<file path="src/rtl/fetch_pkg.sv">
// Shared types and constants for the instruction prefetch queue.
// The queue entry pairs each instruction word with the PC it was fetched from.
package fetch_pkg;

  localparam int XLEN       = 32;
  localparam int ILEN       = 32;
  localparam int INST_BYTES = 4;
  localparam logic [ILEN-1:0] NOP = 32'h0000_0013;

  typedef struct packed {
    logic [XLEN-1:0] pc;
    logic [ILEN-1:0] word;
  } fetch_entry_t;

  // Fetch control condition, decoded from the credit and drop counters
  typedef enum logic [1:0] {
    FETCH_FILL  = 2'd0,
    FETCH_HOLD  = 2'd1,
    FETCH_DRAIN = 2'd2
  } fetch_state_e;

endpackage

</file>
<file path="src/rtl/sync_fifo.sv">
// Synchronous FIFO with active-high reset and single-cycle flush.
// Storage is registered, so a pushed entry appears at dout one cycle later.
module sync_fifo #(
  parameter int WIDTH = 8,
  parameter int DEPTH = 4
) (
  input  logic                     clk,
  input  logic                     rst,
  input  logic                     flush,
  input  logic                     push,
  input  logic [WIDTH-1:0]         din,
  input  logic                     pop,
  output logic [WIDTH-1:0]         dout,
  output logic [$clog2(DEPTH):0]   count,
  output logic                     empty
);

  localparam int AW = $clog2(DEPTH);
  localparam int CW = AW + 1;

  logic [WIDTH-1:0] mem [DEPTH];
  logic [AW-1:0]    wr_ptr;
  logic [AW-1:0]    rd_ptr;
  logic             full;
  logic             do_push;
  logic             do_pop;

  assign full    = (count == CW'(DEPTH));
  assign empty   = (count == '0);
  assign do_push = push && !full;
  assign do_pop  = pop && !empty;
  assign dout    = mem[rd_ptr];

  always_ff @(posedge clk) begin
    if (rst || flush) begin
      wr_ptr <= '0;
      rd_ptr <= '0;
      count  <= '0;
    end else begin
      if (do_push) wr_ptr <= wr_ptr + AW'(1);
      if (do_pop)  rd_ptr <= rd_ptr + AW'(1);
      count <= count + CW'(do_push) - CW'(do_pop);
    end
  end

  always_ff @(posedge clk) begin
    if (!rst && !flush && do_push) mem[wr_ptr] <= din;
  end

endmodule

</file>
<file path="src/rtl/instr_prefetch_queue.sv">
// Autonomous sequential instruction fetcher with a small prefetch queue.
// Redirects flush the queue and count off stale in-flight responses to discard.
module instr_prefetch_queue #(
  parameter int              XLEN         = fetch_pkg::XLEN,
  parameter int              DEPTH        = 4,
  parameter int              MAX_INFLIGHT = 2,
  parameter logic [XLEN-1:0] RESET_PC     = '0
) (
  input  logic                     clk,
  input  logic                     rst,
  output logic                     mem_req_valid,
  output logic [XLEN-1:0]          mem_req_addr,
  input  logic                     mem_req_ready,
  input  logic                     mem_resp_valid,
  input  logic [31:0]              mem_resp_data,
  input  logic                     redirect_valid,
  input  logic [XLEN-1:0]          redirect_pc,
  output logic                     inst_valid,
  output logic [31:0]              inst,
  output logic [XLEN-1:0]          inst_pc,
  input  logic                     inst_ready,
  output logic [$clog2(DEPTH):0]   occupancy,
  output logic                     resp_err
);

  import fetch_pkg::*;

  localparam int OW = $clog2(DEPTH) + 1;
  localparam int IW = $clog2(MAX_INFLIGHT + 1);
  localparam int SW = OW + IW + 1;
  localparam logic [XLEN-1:0] STEP = XLEN'(INST_BYTES);

  logic [XLEN-1:0] fetch_pc;
  logic [XLEN-1:0] resp_pc;
  logic [XLEN-1:0] redirect_target;
  logic [IW-1:0]   inflight;
  logic [IW-1:0]   drop_cnt;
  logic [IW-1:0]   live;
  logic            credit_ok;
  logic            req_en;
  logic            issue;
  logic            resp_ok;
  logic            resp_drop;
  logic            push;
  logic            pop;
  logic            fifo_empty;
  fetch_entry_t    push_entry;
  fetch_entry_t    head_entry;
  logic [$bits(fetch_entry_t)-1:0] head_bits;
  fetch_state_e    fetch_state;

  assign live      = inflight - drop_cnt;
  assign credit_ok = ((SW'(occupancy) + SW'(live)) < SW'(DEPTH)) &&
                     (inflight < IW'(MAX_INFLIGHT));

  always_comb begin
    fetch_state = FETCH_FILL;
    if (drop_cnt != '0)  fetch_state = FETCH_DRAIN;
    else if (!credit_ok) fetch_state = FETCH_HOLD;
  end

  // Draining stale responses does not block new requests when credit remains
  assign req_en        = (fetch_state == FETCH_FILL) ||
                         ((fetch_state == FETCH_DRAIN) && credit_ok);
  assign mem_req_valid = !rst && !redirect_valid && req_en;
  assign mem_req_addr  = fetch_pc;
  assign issue         = mem_req_valid && mem_req_ready;

  // A response with nothing outstanding is flagged and otherwise ignored
  assign resp_ok   = mem_resp_valid && (inflight != '0);
  assign resp_drop = resp_ok && (redirect_valid || (drop_cnt != '0));
  assign push      = resp_ok && !resp_drop;
  assign pop       = inst_valid && inst_ready && !redirect_valid;

  assign redirect_target = redirect_pc & ~XLEN'(INST_BYTES - 1);

  always_comb begin
    push_entry      = '0;
    push_entry.pc   = resp_pc;
    push_entry.word = mem_resp_data;
  end

  sync_fifo #(
    .WIDTH ($bits(fetch_entry_t)),
    .DEPTH (DEPTH)
  ) u_fifo (
    .clk   (clk),
    .rst   (rst),
    .flush (redirect_valid),
    .push  (push),
    .din   (push_entry),
    .pop   (pop),
    .dout  (head_bits),
    .count (occupancy),
    .empty (fifo_empty)
  );

  assign head_entry = fetch_entry_t'(head_bits);
  assign inst_valid = !fifo_empty;
  assign inst       = inst_valid ? head_entry.word : '0;
  assign inst_pc    = inst_valid ? head_entry.pc : '0;

  always_ff @(posedge clk) begin
    if (rst) begin
      fetch_pc <= RESET_PC;
      resp_pc  <= RESET_PC;
      inflight <= '0;
      drop_cnt <= '0;
      resp_err <= 1'b0;
    end else begin
      if (redirect_valid) begin
        // Everything still outstanding after this cycle belongs to the old path
        fetch_pc <= redirect_target;
        resp_pc  <= redirect_target;
        inflight <= inflight - IW'(resp_ok);
        drop_cnt <= inflight - IW'(resp_ok);
      end else begin
        if (issue) fetch_pc <= fetch_pc + STEP;
        inflight <= inflight + IW'(issue) - IW'(resp_ok);
        if (resp_ok) begin
          if (drop_cnt != '0) drop_cnt <= drop_cnt - IW'(1);
          else                resp_pc  <= resp_pc + STEP;
        end
      end
      if (mem_resp_valid && (inflight == '0)) resp_err <= 1'b1;
    end
  end

endmodule

</file>
<file path="config.mk">
export PLATFORM = sky130hd
export DESIGN_NAME = instr_prefetch_queue
export DESIGN_NICKNAME = d
export VERILOG_FILES = /design/src/rtl/fetch_pkg.sv /design/src/rtl/sync_fifo.sv /design/src/rtl/instr_prefetch_queue.sv
export SDC_FILE = /design/constraint.sdc
export NUM_CORES = 1
export LEC_CHECK = 0
export ABC_AREA = 1
export CORE_MARGIN = 2
export CORE_UTILIZATION = 56
export CTS_BUF_LIST = sky130_fd_sc_hd__clkbuf_8 sky130_fd_sc_hd__clkbuf_16
export DETAILED_ROUTE_END_ITERATION = 6
export DONT_BUFFER_PORTS = 1
export HOLD_SLACK_MARGIN = 0.05
export PLACE_DENSITY = 0.71
export SLEW_MARGIN = 30
export SYNTH_ARGS = -nofsm -noshare
export SYNTH_HDL_FRONTEND = slang
export SYNTH_SLANG_ARGS = --single-unit
</file>
<file path="constraint.sdc">
create_clock -name clk -period 6.2 [get_ports clk]
set_input_delay 0.31 -clock clk [delete_from_list [all_inputs] [get_ports clk]]
set_output_delay 0.31 -clock clk [all_outputs]
set_load 0.01 [all_outputs]
</file>
# Word-level counts from Yosys, hierarchy flattened
# Memory sizes are Yosys's and may differ from the RTL's. A register that Yosys moved wholly into a read port is not among the register bits.
# Cells that the tools add are included.
word_totals:
  memories: 1
  out_inout_bits: 102
  reg_bits: 76
  ram_bits: 256
  word_cells: 80
  input_bits: 70
memory_table:
  columns: ["memory", "depth", "word_bits", "rd", "rd_clocked_by_memory_dff", "wr", "line", "text"]
  rows:
  - ["u_fifo.mem", 4, 64, 1, 1, 1, "sync_fifo.sv:21", "logic [WIDTH-1:0] mem [DEPTH];"]
classes:
  n_reduce_logical: 34
  order_cmp: 2
  n_bitwise: 1
  n_eq_ne: 3
  n_mux: 17
  add_sub_neg: 12
op_table:
  columns: ["cell", "count"]
  rows:
  - ["$mux W32", 7]
  - ["$add A32 B3 Y32 const B", 2]
  - ["$logic_and A1 B1 Y1", 14]
  - ["$mux W2", 7]
  - ["$reduce_bool A2 Y1", 5]
  - ["$reduce_and A2 Y1", 3]
  - ["$logic_not A1 Y1", 5]
  - ["$add A2 B1 Y2 const B", 2]
  - ["$add A3 B2 Y4", 1]
  - ["$logic_not A2 Y1", 2]
  - ["$lt A4 B3 Y1 const B", 1]
  - ["$sub A2 B1 Y2", 2]
  - ["$add A3 B1 Y3", 1]
  - ["$eq A3 B3 Y1 const B", 1]
  - ["$logic_not A3 Y1", 1]
  - ["$logic_or A1 B1 Y1", 3]
  - ["$mux W1", 3]
  - ["$sub A3 B1 Y3", 1]
  - ["$add A2 B1 Y2", 1]
  - ["$eq A2 B2 Y1 const B", 1]
  - ["$lt A2 B2 Y1 const B", 1]
  - ["$ne A2 B2 Y1 const B", 1]
  - ["$reduce_or A2 Y1", 1]
  - ["$sub A2 B1 Y2 const B", 1]
  - ["other kinds (2)", 2]

# Depth between registers and ports, before layout
# Gate-level depths: netlist (run 1).
depth:
  ltp_word: 14
  ltp_mapped: 17
  depth_no_buf: 17

# Modules after synthesis
# A second synthesis (run 1) with hierarchy kept.
hier_totals:
  hier_cells: 1585
  hier_area_um2: 15128.3
by_module_without_submodules:
  columns: ["mod", "cells_per_inst", "area_per_inst_um2", "instances", "seq_area_each_um2"]
  rows:
  - ["sync_fifo", 689, 9985.8, 1, 7867.5]
  - ["instr_prefetch_queue", 896, 5142.4, 1, 1301.2]

# Worst setup path after synthesis (run 1)
# OpenSTA, ideal clock, no wires.
synth_timing:
  path_type: "reg-to-reg"
  from: "reg drop_cnt[0]"
  to: "mem u_fifo.mem[0][0] (netlist bit) (enable)"
  setup_ns: 0.482
  setup_slack_ns: 1.851
  stages_incl_launch_ff: 11
  arrival_time_ns: 3.867
  path_cell_list: "dfxtp_1 -> inv_1 -> ha_1 -> inv_1 -> nor2_2 -> nand2_1 -> inv_1 -> o21ai_1 -> inv_1 -> nand2_1 -> nor2_1"
synth_via:
  elab_chain_cells: 9
synth_rtl:
  columns: ["item", "line", "text"]
  rows:
  - ["start, declared", "instr_prefetch_queue.sv:37", "logic [IW-1:0] drop_cnt;"]
  - ["start signal, assigned", "instr_prefetch_queue.sv:116", "drop_cnt <= inflight - IW'(resp_ok);"]
  - ["start signal, assigned", "instr_prefetch_queue.sv:121", "if (drop_cnt != '0) drop_cnt <= drop_cnt - IW'(1);"]
  - ["$reduce_bool A2 Y1", "instr_prefetch_queue.sv:71", "assign resp_drop = resp_ok && (redirect_valid || (drop_cnt != '0));"]
  - ["$logic_or A1 B1 Y1", "instr_prefetch_queue.sv:71", null]
  - ["$logic_and A1 B1 Y1", "instr_prefetch_queue.sv:71", null]
  - ["$logic_not A1 Y1", "instr_prefetch_queue.sv:72", "assign push = resp_ok && !resp_drop;"]
  - ["$logic_and A1 B1 Y1", "instr_prefetch_queue.sv:72", null]
  - ["$logic_and A1 B1 Y1", "sync_fifo.sv:30", "assign do_push = push && !full;"]
  - ["net u_fifo.do_push", "sync_fifo.sv:25", "logic do_push;"]
  - ["$logic_and A1 B1 Y1", "sync_fifo.sv:47", "if (!rst && !flush && do_push) mem[wr_ptr] <= din;"]
  - ["$mux W1", "sync_fifo.sv:47", null]
  - ["$mux W1 (not written as such)", "sync_fifo.sv:47", null]
  - ["end, declared", "sync_fifo.sv:21", null]
# The timed path passes the listed nets, and every way through them passes these cells.

# Worst setup path after layout (run 1)
layout_timing:
  from: "reg drop_cnt[0]"
  to: "mem u_fifo.mem[2][29] (netlist bit) (enable)"
# The elaborated chain is that of the path after synthesis.

==> qor.csv, run 1 <==
stage,metric,value,unit
drt,WL/cell,18.1,um
critical_path,R2R setup slack,2.28,ns
timing,Fin Setup TNS,0,ns
power_and_ir_drop,VDD IR-drop max,0.000181,V
cells_and_area,Non-Filler Instances,1955,
critical_path,Crit path top cell by count,inv_1,
floorplanning,die area,27200,um^2
floorplanning,Starting Density,57.3,%
global_routing,GR Overflow Total,0,
run_status,status,finished clean,
timing,clock skew,0.0133,ns
drt,via count,11100,
cells_and_area,"most common cell after layout, fill and taps aside",nor2_1,
drt,vias per std cell,5.67,
power_and_ir_drop,Power Density,292,nW/um^2
global_routing,GRT Total Usage,25.9,%
drt,Starting DRT DRC Count,1078,
clock_tree,# H-tree levels,2,
drt,met2 WL post-DR,16.8,mm
clock_tree,CTS root buffer,clkbuf_16,
drt,Met1 Routed Length,14.4,mm
clock_tree,CTS tree,yes,
synth,Synth cell types,38,
drt,Pre-antenna DRT Iters,7,
clock_tree,Num CTS Buffers,34,
cells_and_area,Ant. Diodes,0,
synth,synthesized flop and latch total,322,
placement,gpl congestion,0.911,
critical_path,cells on worst reg2reg path,11,
clock_tree,clk_lat worst skew,0.52,ns
placement,post-DP HPWL,21.3,mm
cells_and_area,most frequent cells in the layout,"nor2_1, nand2_1, edfxtp_1",
critical_path,R2R Path End,u_fifo.mem[2][29],
global_routing,vias in the first global route,10500,
synth,Synth Area per Inst,9.23,um^2
critical_path,Bufs and invs on worst path,5,
timing,RSZ-0062 raised after global routing,false,
clock_tree,postcts setup bufs,0,
critical_path,Crit path required time,6.39,ns
power_and_ir_drop,Tot Pwr,4.78,mW
drt,ANT nets after route,0,
floorplanning,CORE AREA,25300,um^2
power_and_ir_drop,leakage power,5.88,nW
run,max_cap viols,0,
hold_path,Hold Path Origin,redirect_pc[14],
placement,Area after DPL,14700,um^2
global_routing,initial antenna violation count,0,
cells_and_area,# nets final,1684,
drt,routed wire length,35.4,mm
cells_and_area,ratio of cells with drive above 1 in the final layout,5.42,%
floorplanning,Rows,58,
synth,ys async rst share,0,%
timing,period utilisation layout,63.3,%
synth,"EDFF count, synth",248,
clock_tree,clock sinks,322,
clock_tree,Worst-path clk slew,0.06,ns
critical_path,crit-path cells,inv_1 > ha_1 > inv_1 > nor2_2 > nand2_1 > inv_1 > o21ai_1 > inv_1 > nand2_1 > nor2_4 > buf_4,
timing,Slew Limit Headroom,35.9,%
placement,Inst Count DP,1844,
critical_path,maximum fanout along the worst path,28,
synth,Syn. warnings,0,
timing,f_max,255,MHz
timing,post-route minimum period,3.92,ns
critical_path,Startpoint Class,register,
synth,Cells after Synth,1571,
cells_and_area,Final Cell Area,16400,um^2
critical_path,"CP delay by family, top",simple AND/OR/NAND/NOR gates,
global_routing,global-route wire length before repair,54.7,mm
placement,port bufs,0,
critical_path,crit path capture type,register,
hold_path,Worst Hold End,mem_req_addr[14],
critical_path,slowest CP cell,nor2_4,
floorplanning,die width,165,um
timing,endpoints failing hold,0,
timing,setup violators final,0,
drt,DRC viols,0,
critical_path,r2r startpoint,drop_cnt[0],
critical_path,crit path kind,register to register,
hold_path,worst min path class,input pin to register,
floorplanning,Die Height,165,um
synth,"Seq/Total Area, Yosys",61.6,%
cells_and_area,area delta synth->final,12.8,%
critical_path,Worst Path Arrival,4.11,ns
synth,top_reg_cell synth,edfxtp_1,
synth,synthesized cell area,14500,um^2
drt,top sig layer,met4,
drt,met3 routed WL,3.12,mm
timing,Slew Limit Fails,0,
global_routing,largest net degree at the start of global routing,85,
hold_path,worst hold stages,4,
timing,Worst Tran Pin Value,0.962,ns
critical_path,CP max stage delay,0.75,ns
clock_tree,clk buf depth,3,
floorplanning,# IOs,172,
[power by group]
part | internal (mW) | switching, mW
Sequential | 2.38 | 0.0753
Clock | 1.20 | 0.824
Combinational | 0.102 | 0.201
Total | 3.68 | 1.10
[what timing repair did]
item                      4_1_cts  5_1_grt
hold buffers                   49        0
resized for setup               0        0
hold endpoints to repair      200        0
[registers in the layout, summed over array words and instances, names as in the netlist, named ones only]
register,count
u_fifo.mem,248
mem_req_addr,30
resp_pc,30
u_fifo.count,3
drop_cnt,2
inflight,2
u_fifo.rd_ptr,2
u_fifo.wr_ptr,2
resp_err,1
[kinds of logic (layout without fill, tap and decap cells)]
logic type / after synthesis / in the layout / share of synthesized area (%)
DFF: 322 / 322 / 61.6
and+or+nand+nor: 735 / 735 / 20.3
adders and majority gates: 15 / 15 / 1.35
buffers and inverters: 175 / 226 / 4.93
AOI/OAI and AO/OA: 305 / 305 / 10.8
xor gates and xnor gates: 18 / 18 / 1.09
other: 1 / 4 / 0.0259
[cells in the mapped netlist, types with 2 or more instances]
cell type / number / area (um^2)
a21oi_1: 114 / 571
a31oi_1: 9 / 56.3
buf_1: 6 / 22.5
buf_2: 10 / 50.1
buf_4: 9 / 67.6
clkbuf_1: 44 / 165
dfxtp_1: 74 / 1480
edfxtp_1: 248 / 7450
ha_1: 14 / 175
inv_1: 99 / 372
inv_2: 3 / 11.3
nand2_1: 268 / 1010
nand2_2: 2 / 12.5
nand3_1: 61 / 305
nand4_1: 7 / 43.8
nor2_1: 377 / 1420
nor2_2: 4 / 25.0
nor2_4: 3 / 33.8
nor3_1: 3 / 15.0
o211ai_1: 4 / 30.0
o21ai_0: 167 / 836
o21ai_1: 7 / 35.0
o21bai_1: 3 / 22.5
or2_2: 5 / 31.3
xnor2_1: 3 / 26.3
xor2_1: 15 / 131
[layer usage]
layer	track usage, %	vias to the layer above
li1	-	5327
met1	32.6	5227
met2	44.1	459
met3	5.93	66
met4	8.77	0
met5	0	-
[worst max path at each step]
stage / from / endpoint / slack [ns] / cells past startpoint
final: drop_cnt[0] / u_fifo.mem[2][29] / 2.28 / 11
after global routing: drop_cnt[0] / u_fifo.mem[2][48] / 2.02 / 11
after CTS: drop_cnt[0] / u_fifo.mem[2][29] / 2.28 / 11
after detailed placement: drop_cnt[0] / u_fifo.mem[2][43] / 2.29 / 11
after global placement: drop_cnt[0] / u_fifo.mem[2][34] / 2.37 / 11
after floorplan: drop_cnt[0] / u_fifo.mem[0][0] / 1.85 / 10
[final cells by class]
class | count | area [um^2]
Clock buffer | 35 | 876
Clock inverter | 27 | 245
Fill cell | 2059 | 8970
Inverter | 105 | 398
Multi-Input combinational cell | 1077 | 4910
Sequential cell | 322 | 8930
Tap cell | 330 | 413
Timing Repair Buffer | 59 | 583
[per-stage QoR]
stage	utilization [%]	hold slack [ns]	setup slack, ns
2_1_floorplan	-	0.409	1.85
3_3_place_gp	58.1	0.384	2.37
3_5_place_dp	58.1	0.387	2.29
4_1_cts	64.6	0.0532	2.28
5_1_grt	64.6	0.0907	2.02
6_report	64.6	0.0837	2.28
[worst register-to-register path, stage by stage (launching register included)]
cell     delay [ns]
dfxtp_1        0.31
inv_1          0.08
ha_1           0.15
inv_1          0.06
nor2_2         0.45
nand2_1        0.18
inv_1          0.52
o21ai_1        0.22
inv_1          0.17
nand2_1        0.24
nor2_4         0.76
buf_4          0.44
No activity file was read; power rests on OpenSTA's default activity.
==> inputs of run 2 (changes only) <==
==> constraint.sdc (replaced) <==
create_clock -name clk -period 3.9 [get_ports clk]
set_input_delay 0.195 -clock clk [delete_from_list [all_inputs] [get_ports clk]]
set_output_delay 0.195 -clock clk [all_outputs]
set_load 0.01 [all_outputs]
==> qor.csv, run 2 (synthesized netlist as in run 1, its figures left out) <==
stage,metric,value,unit,change
critical_path,crit path kind,register to register,,
drt,DRC viols,0,,unchanged
clock_tree,clk_lat worst skew,0.52,ns,about the same
floorplanning,CORE AREA,25300,um^2,unchanged
global_routing,GRT Total Usage,25.9,%,about the same
critical_path,Worst Path Arrival,3.56,ns,-0.55 ns
cells_and_area,Ant. Diodes,0,,unchanged
floorplanning,Die Height,165,um,unchanged
clock_tree,Worst-path clk slew,0.06,ns,about the same
clock_tree,clock sinks,322,,unchanged
global_routing,GR Overflow Total,0,,unchanged
power_and_ir_drop,Power Density,458,nW/um^2,+57%
global_routing,initial antenna violation count,0,,unchanged
timing,post-route minimum period,3.15,ns,-0.768 ns
drt,ANT nets after route,0,,unchanged
critical_path,Crit path required time,4.31,ns,-2.08 ns
placement,pre-CTS setup slack,0.800,ns,-1.49 ns
timing,Worst Tran Pin Value,0.966,ns,+0.00465 ns
hold_path,worst hold stages,4,,unchanged
timing,Slew Limit Headroom,35.6,%,-0.31 points
timing,endpoints failing hold,0,,unchanged
floorplanning,# IOs,172,,unchanged
cells_and_area,area delta synth->final,15.4,%,
floorplanning,Starting Density,57.3,%,unchanged
floorplanning,die area,27200,um^2,unchanged
run,max_cap viols,0,,unchanged
drt,Starting DRT DRC Count,991,,-8.1%
floorplanning,Rows,58,,unchanged
drt,via count,11200,,+0.92%
timing,Slew Limit Fails,0,,unchanged
clock_tree,postcts setup bufs,0,,unchanged
cells_and_area,max reg flops,248,,unchanged
drt,Pre-antenna DRT Iters,5,,-2
placement,gpl congestion,0.920,,+1.0%
timing,setup violators final,0,,unchanged
critical_path,R2R Path End,mem_req_addr[17],,
timing,period utilisation layout,80.9,%,+18 points
placement,post-DP HPWL,21.7,mm,+1.9%
drt,routed wire length,35.7,mm,+0.88%
hold_path,worst min path class,input pin to register,,
critical_path,cells on worst reg2reg path,17,,+6
timing,setup ws final,0.746,ns,-1.53 ns
timing,clock skew,0.0138,ns,+0.000532 ns
drt,WL/cell,18.0,um,-0.55%
cells_and_area,Final Cell Area,16700,um^2,+2.3%
cells_and_area,# nets final,1714,,+1.8%
global_routing,vias in the first global route,10700,,+1.5%
power_and_ir_drop,leakage power,6.04,nW,+2.7%
critical_path,crit path capture type,register,,
placement,port bufs,0,,unchanged
critical_path,r2r startpoint,inflight[0],,
power_and_ir_drop,VDD IR-drop max,0.000339,V,+87%
critical_path,Critical Path Sink,mem_req_addr[17],,
cells_and_area,"most common cell after layout, fill and taps aside",nor2_1,,
clock_tree,clk buf depth,3,,unchanged
global_routing,largest net degree at the start of global routing,93,,+9.4%
timing,f_max,317,MHz,+24%
clock_tree,Num CTS Buffers,35,,+2.9%
floorplanning,die width,165,um,unchanged
global_routing,global-route wire length before repair,54.4,mm,-0.44%
cells_and_area,ratio of cells with drive above 1 in the final layout,5.51,%,+0.090 points
run_status,status,finished clean,,
power_and_ir_drop,Tot Pwr,7.67,mW,+61%
clock_tree,Post-CTS Resized,0,,unchanged
clock_tree,CTS tree,yes,,
clock_tree,cts hold-fix bufs,73,,+49%
clock_tree,CTS root buffer,clkbuf_16,,
critical_path,R2R setup slack,0.75,ns,-1.53 ns
placement,Area after DPL,14900,um^2,+0.85%
cells_and_area,most frequent cells in the layout,"nor2_1, nand2_1, edfxtp_1",,
drt,vias per std cell,5.64,,-0.50%
critical_path,crit path launch,inflight[0],,
cells_and_area,"Most flops, register",u_fifo.mem,,
timing,RSZ-0062 raised after global routing,false,,
critical_path,maximum fanout along the worst path,20,,-29%
critical_path,Startpoint Class,register,,
timing,worst hold slack,0.0761,ns,-0.00757 ns
clock_tree,# H-tree levels,2,,unchanged
==> run 2: metrics by stage <==
stage / TNS, ns / utilization, % / std cells
6_report: 0 / 66.1 / 1983
5_1_grt: 0 / 66.1 / 1983
4_1_cts: 0 / 66.1 / 1983
3_5_place_dp: 0 / 58.6 / 1849
3_3_place_gp: 0 / 58.6 / 1849
2_1_floorplan: -111.26 / - / 1574
==> run 2: worst min path at each step <==
stage / start / to / slack (ns)
floorplan: mem_resp_data[0] / u_fifo.mem[0][0] / 0.29
global placement: rst / mem_req_addr[4] / 0.27
detailed placement: rst / mem_req_addr[4] / 0.27
CTS: redirect_valid / resp_pc[10] / 0.06
global route: redirect_valid / resp_pc[10] / 0.08
finish: redirect_valid / resp_pc[19] / 0.08
==> run 2: worst max-delay path: stages (launching register included) <==
cell,delay [ns]
dfxtp_1,0.38
inv_1,0.08
ha_1,0.20
xnor2_1,0.16
xor2_1,0.16
inv_1,0.05
ha_1,0.27
nand3_1,0.08
nand2_1,0.08
nor2_4,0.16
nand2_4,0.12
nand2_2,0.36
inv_4,0.12
nand2_1,0.10
nand2_1,0.05
inv_1,0.05
a21oi_1,0.05
dlygate4sd3_1,0.56
==> run 2: final cells by class <==
class                           count  area [um^2]
Fill cell                        1975         8590
Sequential cell                   322         8930
Clock buffer                       36          901
Tap cell                          330          413
Multi-Input combinational cell   1077         4910
Inverter                          105          399
Clock inverter                     25          226
Timing Repair Buffer               88          958
==> run 2: layer usage <==
layer,track usage [%],wire (um),vias up
met5,0,0,-
met4,9.68,1090,0
met3,4.65,3080,70
met2,45.3,17200,464
met1,32.1,14300,5283
li1,-,-,5364
==> run 2: where the power goes <==
| group | switching (mW) | internal [mW] | total, mW |
|---|---|---|---|
| Clock | 1.31 | 1.94 | 3.24 |
| Sequential | 0.120 | 3.78 | 3.90 |
| Combinational | 0.334 | 0.187 | 0.522 |
==> inputs of run 3 (changes only) <==
--- a/config.mk
+++ b/config.mk
@@ -5,14 +5,14 @@
 export SDC_FILE = /design/constraint.sdc
 export NUM_CORES = 1
 export LEC_CHECK = 0
-export ABC_AREA = 1
+export ABC_AREA = 0
 export CORE_MARGIN = 2
 export CORE_UTILIZATION = 56
 export CTS_BUF_LIST = sky130_fd_sc_hd__clkbuf_8 sky130_fd_sc_hd__clkbuf_16
 export DETAILED_ROUTE_END_ITERATION = 6
 export DONT_BUFFER_PORTS = 1
 export HOLD_SLACK_MARGIN = 0.05
-export PLACE_DENSITY = 0.71
+export PLACE_DENSITY = 0.74
 export SLEW_MARGIN = 30
 export SYNTH_ARGS = -nofsm -noshare
 export SYNTH_HDL_FRONTEND = slang
==> constraint.sdc (replaced) <==
create_clock -name clk -period 2.74 [get_ports clk]
set_input_delay 0.137 -clock clk [delete_from_list [all_inputs] [get_ports clk]]
set_output_delay 0.137 -clock clk [all_outputs]
set_load 0.01 [all_outputs]
==> qor.csv, run 3 <==
stage,metric,value,unit,change
run_status,status,finished clean,,
synth,most frequent cell after synthesis,edfxtp_1,,
timing,setup violators final,0,,unchanged
timing,RSZ-0062 raised after global routing,true,,
synth,post-synth top area share,55.0,%,+3.6 points
run,max_cap viols,0,,unchanged
drt,DRC viols,0,,unchanged
timing,endpoints failing hold,0,,unchanged
cells_and_area,"Most flops, register",u_fifo.mem,,
floorplanning,Die Height,160,um,-3.3%
global_routing,global-route wire length before repair,44.0,mm,-19%
global_routing,met2 usage,36.3,%,-9.0 points
floorplanning,die area,25500,um^2,-6.4%
drt,vias per std cell,5.94,,+5.3%
floorplanning,Starting Density,57.4,%,+0.13 points
synth,"EDFF count, synth",248,,unchanged
global_routing,GRT Total Usage,21.7,%,-4.1 points
critical_path,"CP delay by family, top",adder cells,,
global_routing,largest net degree at the start of global routing,64,,-31%
floorplanning,CORE AREA,23600,um^2,-6.8%
cells_and_area,area delta synth->final,17.6,%,
clock_tree,clk buf depth,3,,unchanged
synth,Synth Area per Inst,14.8,um^2,+61%
critical_path,maximum fanout along the worst path,14,,-30%
timing,Slew Limit Headroom,53.2,%,+18 points
hold_path,worst min path class,input pin to register,,
synth,top post-synthesis cells by area,"edfxtp_1, dfxtp_1, mux4_2",,
critical_path,CP max stage delay,0.38,ns,-0.18 ns
drt,WL/cell,20.6,um,+14%
critical_path,Crit path top cell by count,xnor2_1,,
drt,Starting DRT DRC Count,515,,-48%
clock_tree,postcts setup bufs,0,,unchanged
clock_tree,Num CTS Buffers,31,,-11%
critical_path,crit-path cells,inv_2 > ha_4 > xnor2_2 > xnor2_1 > ha_1 > nand2_1 > o2111a_2 > inv_6 > ha_4 > inv_1 > ha_2 > xnor2_1 > o21ai_1 > xnor2_1 > nor2_1,,
placement,Inst Count DP,1216,,-34%
drt,Pre-antenna DRT Iters,5,,unchanged
timing,period utilisation layout,93.9,%,+13 points
timing,Slew Limit Fails,0,,unchanged
cells_and_area,Ant. Diodes,0,,unchanged
critical_path,slowest CP cell,dfxtp_4,,
critical_path,Startpoint Class,register,,
drt,ANT nets after route,0,,unchanged
power_and_ir_drop,leakage power,5.15,nW,-15%
floorplanning,Rows,56,,-3.4%
synth,Synth area leader,edfxtp_1,,
critical_path,crit path kind,register to register,,
global_routing,vias in the first global route,8063,,-24%
timing,Fin Setup TNS,0,ns,unchanged
synth,Syn. warnings,0,,unchanged
critical_path,Crit path required time,3.16,ns,-1.15 ns
cells_and_area,most frequent cells in the layout,"edfxtp_1, dfxtp_1, dlygate4sd3_1",,
clock_tree,clock sinks,322,,unchanged
placement,gpl congestion,0.853,,-7.3%
clock_tree,Worst-path clk slew,0.06,ns,about the same
global_routing,GR Overflow Total,0,,unchanged
cells_and_area,ratio of cells with drive above 1 in the final layout,16.5,%,+11 points
clock_tree,CTS root buffer,clkbuf_16,,
synth,Synth cell types,61,,+61%
global_routing,GR peak layer,met2,,
timing,Worst Tran Pin Value,0.702,ns,-0.264 ns
synth,top_reg_cell synth,edfxtp_1,,
synth,Cells after Synth,914,,-42%
global_routing,initial antenna violation count,0,,unchanged
timing,f_max,389,MHz,+23%
synth,synthesized cell area,13600,um^2,-6.6%
cells_and_area,max reg flops,248,,unchanged
placement,port bufs,0,,unchanged
drt,via count,7978,,-29%
global_routing,M3 GR Usage,4.56,%,-0.087 points
cells_and_area,# nets final,1086,,-37%
critical_path,Worst Path Arrival,2.99,ns,-0.57 ns
floorplanning,die width,160,um,-3.3%
drt,routed wire length,27.7,mm,-23%
synth,"Seq/Total Area, Yosys",65.9,%,+4.3 points
synth,synthesized flop and latch total,322,,unchanged
power_and_ir_drop,Tot Pwr,10.5,mW,+36%
cells_and_area,Non-Filler Instances,1344,,-32%
power_and_ir_drop,Power Density,657,nW/um^2,+43%
power_and_ir_drop,VDD IR-drop max,0.000458,V,+35%
critical_path,Bufs and invs on worst path,3,,-2
critical_path,crit path capture type,register,,
clock_tree,CTS tree,yes,,
timing,post-route minimum period,2.57,ns,-0.582 ns
synth,ys async rst share,0,%,unchanged
placement,post-DP HPWL,17.4,mm,-20%
cells_and_area,"most common cell after layout, fill and taps aside",edfxtp_1,,
clock_tree,clk_lat worst skew,0.54,ns,+0.02 ns
floorplanning,# IOs,172,,unchanged
clock_tree,# H-tree levels,1,,-1
global_routing,GR Util met1,29.7,%,-2.4 points
synth,top post-synthesis cells by count,"edfxtp_1, dfxtp_1, nor2b_1",,
timing,clock skew,0.0152,ns,+0.00133 ns
==> run 3: changes by cell type in the layout (fill, tap and decap cells not counted), moves of 65 or more <==
| cell | before | now |
|---|---|---|
| nor2_1 | 373 | 47 |
| nand2_1 | 268 | 46 |
| o21ai_0 | 167 | 19 |
| a21oi_1 | 114 | 25 |
| inv_1 | 107 | 33 |
| nor2b_1 | 0 | 65 |
==> run 3: timing repair <==
item,CTS,global route
hold buffers,71,0
resized for setup,0,2
setup endpoints to repair,0,3
endpoints found under the hold margin,202,0
==> run 3: per-stage QoR <==
stage | utilization (%) | hold slack [ns] | cell area, um^2 | setup slack, ns
2_1_floorplan | - | 0.236 | 13600 | -0.0287
3_3_place_gp | 60.0 | 0.210 | 14200 | 0.122
3_5_place_dp | 60.0 | 0.215 | 14200 | 0.0886
4_1_cts | 67.5 | 0.0592 | 15900 | 0.0700
5_1_grt | 67.5 | 0.0901 | 15900 | -0.00727
6_report | 67.5 | 0.0748 | 15900 | 0.168
==> run 3: cell families (layout without fill, tap and decap cells) <==
logic type | Yosys count | count (layout) | share of synthesized area [%]
adders and majority gates | 15 | 15 | 1.44
and+or+nand+nor | 267 | 267 | 10.9
other | 1 | 4 | 0.0277
AOI/OAI and AO/OA | 116 | 116 | 5.64
buffers and inverters | 81 | 189 | 2.49
muxes | 67 | 67 | 10.7
DFF | 322 | 322 | 65.9
xor gates and xnor gates | 45 | 45 | 2.91
==> run 3: per-layer routing <==
layer | wire length, um | up-vias
met2 | 13400 | 319
li1 | - | 3668
met3 | 2050 | 36
met1 | 11800 | 3955
met4 | 451 | 0
met5 | 0 | -
==> run 3: final timing paths <==
check / end / cells past startpoint / startpoint / slack (ns)
worst min-delay path: resp_pc[3] / 4 / mem_resp_valid / 0.07
worst max register to register: inflight[1] / 15 / inflight[0] / 0.17
worst min register to register: u_fifo.rd_ptr[1] / 2 / u_fifo.rd_ptr[1] / 0.54
worst max-delay path: inflight[1] / 15 / inflight[0] / 0.17
==> run 3: worst register-to-register path: cells and delay by family, from the launching register on <==
| family | cells | cell delay (ns) |
|---|---|---|
| XOR/XNOR | 4 | 0.51 |
| adder cells (fa/ha/maj) | 4 | 0.82 |
| buffers and inverters | 3 | 0.25 |
| flip-flops | 1 | 0.38 |
| AND/OR/NAND/NOR | 2 | 0.11 |
| AO/OA/AOI/OAI | 2 | 0.40 |
==> run 3: power breakdown <==
| group | switching [mW] | leakage, nW | internal [mW] |
|---|---|---|---|
| registers | 0.150 | 2.86 | 5.40 |
| clock network | 1.71 | 0.527 | 2.42 |
| logic | 0.421 | 1.76 | 0.364 |
==> run 3: cell type report <==
type	count	area [um^2]
repair buffers	102	1120
inverters	30	118
well taps	319	399
multi-input cells	514	4340
fillers	1618	7670
clock buffers	39	908
flip-flops and latches	322	8940
clock inverters	18	114
